## src/rtl/mem_port_sched.sv

```systemverilog
// mem_port_sched: arbitrates one memory port between fetch and load/store with one outstanding transaction,
// flush-driven fetch kill and a bound on fetch starvation behind back-to-back loads/stores.
module mem_port_sched #(
  parameter int STARVE_LIMIT = 4
) (
  input  logic        clk,
  input  logic        reset,
  input  logic        flush,
  input  logic        if_req,
  input  logic [31:0] if_addr,
  output logic        if_gnt,
  output logic        if_rvalid,
  output logic [31:0] if_rdata,
  input  logic        ls_req,
  input  logic        ls_we,
  input  logic [31:0] ls_addr,
  input  logic [31:0] ls_wdata,
  input  logic [3:0]  ls_be,
  input  logic [4:0]  ls_rd,
  output logic        ls_gnt,
  output logic        ld_valid,
  output logic [4:0]  ld_rd,
  output logic [31:0] ld_data,
  output logic        mem_req,
  output logic        mem_we,
  output logic [31:0] mem_addr,
  output logic [31:0] mem_wdata,
  output logic [3:0]  mem_be,
  input  logic        mem_ready,
  input  logic        mem_rvalid,
  input  logic [31:0] mem_rdata
);
  localparam int SW = $clog2(STARVE_LIMIT + 1);
  localparam logic [1:0] K_IF = 2'd0, K_LD = 2'd1, K_ST = 2'd2;
  typedef enum logic [1:0] {IDLE, REQ, WAIT} state_t;
  state_t state, state_nxt;
  logic [1:0] kind;
  logic [31:0] addr, wdata;
  logic we, kill, idle, if_win, ls_win, grant;
  logic [3:0] be;
  logic [4:0] rd;
  logic [SW-1:0] streak;
  always_ff @(posedge clk or posedge reset)
    if (reset) state <= IDLE;
    else state <= state_nxt;
  // Grant decision sees only request/flush inputs and held state, never mem_* inputs.
  always_comb begin
    idle = state == IDLE;
    if_win = if_req & ~flush & (~(ls_req & ~flush) | streak == SW'(STARVE_LIMIT));
    ls_win = ls_req & ~flush & ~if_win;
    grant = idle & (if_win | ls_win);
    state_nxt = idle ? (grant ? REQ : IDLE)
              : state == REQ ? (mem_ready ? WAIT : REQ)
              : state == WAIT ? (mem_rvalid ? IDLE : WAIT) : IDLE;
  end
  always_comb begin
    if_gnt = idle & if_win & ~reset;
    ls_gnt = idle & ls_win & ~reset;
    mem_req = state == REQ;
    mem_we = we;
    mem_addr = addr;
    mem_wdata = wdata;
    mem_be = be;
  end
  always_ff @(posedge clk or posedge reset)
    if (reset) begin
      kind <= K_IF;
      addr <= '0;
      wdata <= '0;
      we <= 1'b0;
      be <= '0;
      rd <= '0;
      streak <= '0;
      kill <= 1'b0;
      if_rvalid <= 1'b0;
      if_rdata <= '0;
      ld_valid <= 1'b0;
      ld_rd <= '0;
      ld_data <= '0;
    end else begin
      if_rvalid <= 1'b0;
      ld_valid <= 1'b0;
      if (grant) begin
        kind <= if_win ? K_IF : (ls_we ? K_ST : K_LD);
        addr <= if_win ? if_addr : ls_addr;
        wdata <= if_win ? '0 : ls_wdata;
        we <= ls_win & ls_we;
        be <= (ls_win & ls_we) ? ls_be : 4'hF;
        streak <= if_win ? '0 : (if_req && streak != SW'(STARVE_LIMIT)) ? streak + SW'(1) : streak;
        if (ls_win) rd <= ls_rd;
      end
      kill <= idle ? 1'b0 : kill | (flush & kind == K_IF);
      if (state == WAIT && mem_rvalid) begin
        if (kind == K_IF && !(kill | flush)) begin
          if_rvalid <= 1'b1;
          if_rdata <= mem_rdata;
        end
        if (kind == K_LD) begin
          ld_valid <= 1'b1;
          ld_rd <= rd;
          ld_data <= mem_rdata;
        end
      end
    end
endmodule

```

## config.mk

```make
export PLATFORM = sky130hd
export DESIGN_NAME = mem_port_sched
export DESIGN_NICKNAME = d
export VERILOG_FILES = /design/src/rtl/mem_port_sched.sv
export SDC_FILE = /design/constraint.sdc
export NUM_CORES = 1
export LEC_CHECK = 0
export ABC_CLOCK_PERIOD_IN_PS = 5700
export CORE_MARGIN = 2
export CORE_UTILIZATION = 37
export CTS_CLUSTER_SIZE = 10
export DETAILED_ROUTE_END_ITERATION = 16
export PLACE_DENSITY = 0.76
export SYNTH_ARGS = -nofsm -noshare
export SYNTH_HDL_FRONTEND = slang
export SYNTH_SLANG_ARGS = --single-unit
```

## constraint.sdc

```tcl
create_clock -name clk -period 5.7 [get_ports clk]
set_clock_uncertainty 0.2 [all_clocks]
set_input_delay 1.14 -clock clk [delete_from_list [all_inputs] [get_ports clk]]
set_output_delay 1.14 -clock clk [all_outputs]
set_load 0.05 [all_outputs]
```

==> impl_metrics.tcl <==
set metrics [dict create \
    grt_start_max_net_pins 121 \
    power.total_mw 6.39 \
    drt_pass1_iterations 5 \
    antenna_found_initial 0 \
    synthSimpleGateAreaFrac_pct 5.10 \
    multiInputGateArea_um2 2150 \
    wirelength_um 18200 \
    syn_to_final_growth_pct 59.1 \
    min_period_ns 4.87 \
    path_cells "clkdlybuf4s50_1 -> or4b_2 -> nor3_1 -> clkdlybuf4s50_1" \
    boundaryPins 288 \
    grt_util_all_layers_pct 21.0 \
    status "completed" \
    routedWlPerCell_um 18.3 \
    synth_top_family_by_area "compound AO/OA/AOI/OAI gates" \
    cp_slowest_cell "clkdlybuf4s50_1" \
    final_hold_viol_count 0 \
    synth.avg_cell_area_um2 12.7 \
    num_rows 47 \
    netlist_instances 486 \
    fill_cells 1299 \
    antenna_left 0 \
    clk_pin_slew_ns 0.06 \
    reg2regPathDepth 4 \
    synth_compound_area_share_pct 15.2 \
    end_kind "output pin" \
    grt_pass1_vias 5447 \
    rsz0062_at_grt "false" \
    path_buf_inv 2 \
    path_depth 4 \
    cts-root-buf "clkbuf_16" \
    floorplan.initialDensity_pct 37.6 \
    layout-drive-gt1-share_pct 16.3 \
    htreeDepth 4 \
    ys_ff_latch 153 \
    yosys-mux-area-fraction_pct 13.8 \
    dp_hpwl_um 12900 \
    slew_headroom_pct 20.7 \
    netlist_area_um2 6180 \
    hold_buffers 0 \
    postCtsResizedCells 0 \
    yosys_warnings 0 \
    ys_types 32 \
    slew_violations 0 \
    clock-sinks 153 \
    yosysSeqAreaShare_pct 61.9 \
    drtIter0Drc 248 \
    clk_latency_ns 0.42 \
    layout.nets 907 \
    design.core.area_um2 16500 \
    final-seq-area_um2 3830 \
    cts_buffers 17 \
    hold_depth 1 \
    fin_crit_sh_pct 85.4 \
    timing_worst_setup_path_type "primary input to output pin" \
    remaining_drc_errors 0 \
    yosys.area_share.xor_xnor_pct 0 \
    power_density_nw_per_um2 649 \
    holdWs_ns 0.303 \
    irDropWorstVdd_mv 0.380 \
    cp_top_family "buffers and inverters" \
    die_w_um 133 \
    grt_pass1_wl_um 29300 \
    drv_cap 0 \
    p_leak_nw 4.15 \
    tns_ns 0 \
    dp.cells 961 \
    hp-class "flip-flop to flip-flop" \
    worstMarginPinSlew_ns 1.19 \
    portBuffers 287 \
    via_per_inst 5.22 \
    clockBufferDepth 2 \
    critPathMaxFanout 7 \
    cp.required_ns 4.36 \
    instances_no_fill 993 \
    cp-start-kind "primary input" \
    dieHeight_um 133 \
    slowest_delay_ns 0.83 \
    critPathArrivalTime_ns 3.53 \
    cp_common_cell "clkdlybuf4s50_1" \
    synthAdderAreaFrac_pct 0.405 \
    antenna_cells 0 \
    fmax_mhz 206 \
    cts_setup_buffers 0 \
    finalSetupViolations 0 \
    vias 5183 \
    syn-num-nets 633 \
    synthFlopType "dfrtp_1" \
    die-area_um2 17800 \
    overflow 0 \
    cts_tree "built" \
    async_reset_ff_share_pct 100 \
    synth_edf_count 0 \
    place_congestion 0.844 \
]
==> worst paths after layout <==
kind                       slack (ns)         start      endpoint
setup reg to reg                 3.01      state[0]       kind[1]
max in group asynchronous        2.98         reset         rd[1]
hold reg to reg                  0.30  if_rdata[27]  if_rdata[27]
min in group asynchronous        1.19         reset   mem_addr[2]
hold / removal                   0.30  if_rdata[27]  if_rdata[27]
setup / recovery                 0.83         flush        if_gnt
==> cell families after synthesis <==
kind of cell               count (synthesis)
AOI/OAI and AO/OA                        146
DFF                                      153
buffers and inverters                     48
adders and majority gates                  2
muxes                                     76
and+or+nand+nor                           61
==> cell usage after synthesis (2+ instances only) <==
cell       count  area (um^2)
ha_1           2         25.0
nand4_1        3         18.8
a22o_1        32          280
a31oi_1       32          200
clkbuf_1      30          113
buf_6          4         45.0
nand2_1        4         15.0
nor3_1         6         30.0
nand3_1       32          160
inv_1          7         26.3
a21oi_1       33          165
a2bb2oi_1      4         35.0
nand2b_1       3         18.8
mux2_2        76          856
o21ai_0       37          185
buf_2          7         35.0
nor2_1         7         26.3
dfrtp_1      153         3830
==> per-layer routing <==
metal | part of all wire, % | routed length, um | global-route usage [%]
met5 | 0 | 0 | 0
met4 | 2.7 | 488 | 8.45
met3 | 6.7 | 1220 | 5.71
met2 | 51 | 9300 | 36.7
met1 | 39 | 7140 | 24.5
==> power by group <==
part	leakage [nW]	switching [mW]	internal, mW	total [mW]
sequential	1.89	0.288	1.57	1.86
combinational	1.96	2.18	1.20	3.38
clock	0.297	0.452	0.698	1.15
total	4.15	2.92	3.47	6.39
==> state kept, by name (all words and copies together) (netlist names) <==
signal and flops:
if_rdata 32, if_rvalid 1, kill 1, kind 2, ld_data 32, ld_rd 5, ld_valid 1, mem_addr 32
mem_be 4, mem_wdata 32, mem_we 1, rd 5, state 2, streak 3
==> worst register-to-register path, cell delays in order (launching register included) <==
cell and delay (ns):
dfrtp_1 0.48, or3_1 0.53, nor2_2 0.62, buf_4 0.38, mux2_2 0.37
==> cells in the final DEF, fill, tap and decap left out, types with 2 or more instances in the layout <==
cell	Yosys	layout
inv_6	0	5
nand3_1	32	32
bufinv_16	0	2
o21ai_0	37	37
clkbuf_8	0	4
inv_1	7	6
nand4_1	3	3
dfrtp_1	153	153
mux2_2	76	76
nand2_1	4	4
nand2b_1	3	3
nor2_1	7	6
clkdlybuf4s50_1	0	287
buf_4	0	9
ha_1	2	2
nor3_1	6	6
clkbuf_16	0	17
a21oi_1	33	33
a2bb2oi_1	4	4
clkinvlp_4	0	2
clkinv_4	0	2
a31oi_1	32	32
a22o_1	32	32
==> through the flow <==
step / setup WS [ns] / util [%] / area [um^2]
floorplan: 0.239 / - / 6180
global placement: 0.861 / 56.0 / 9230
detailed placement: 0.837 / 56.0 / 9230
CTS: 0.830 / 59.8 / 9840
global route: 0.742 / 59.8 / 9840
finish: 0.835 / 59.8 / 9840
==> area by class of cell <==
class / count / share of cell area, %
sequential: 153 / 38.9
timing repair buffer: 296 / 29.9
inverter: 7 / 0.318
clock inverter: 11 / 1.35
tap: 220 / 2.80
clock buffer: 21 / 4.88
multi-input combinational: 285 / 21.9
Note: power is estimated with default switching activity, not from simulation.
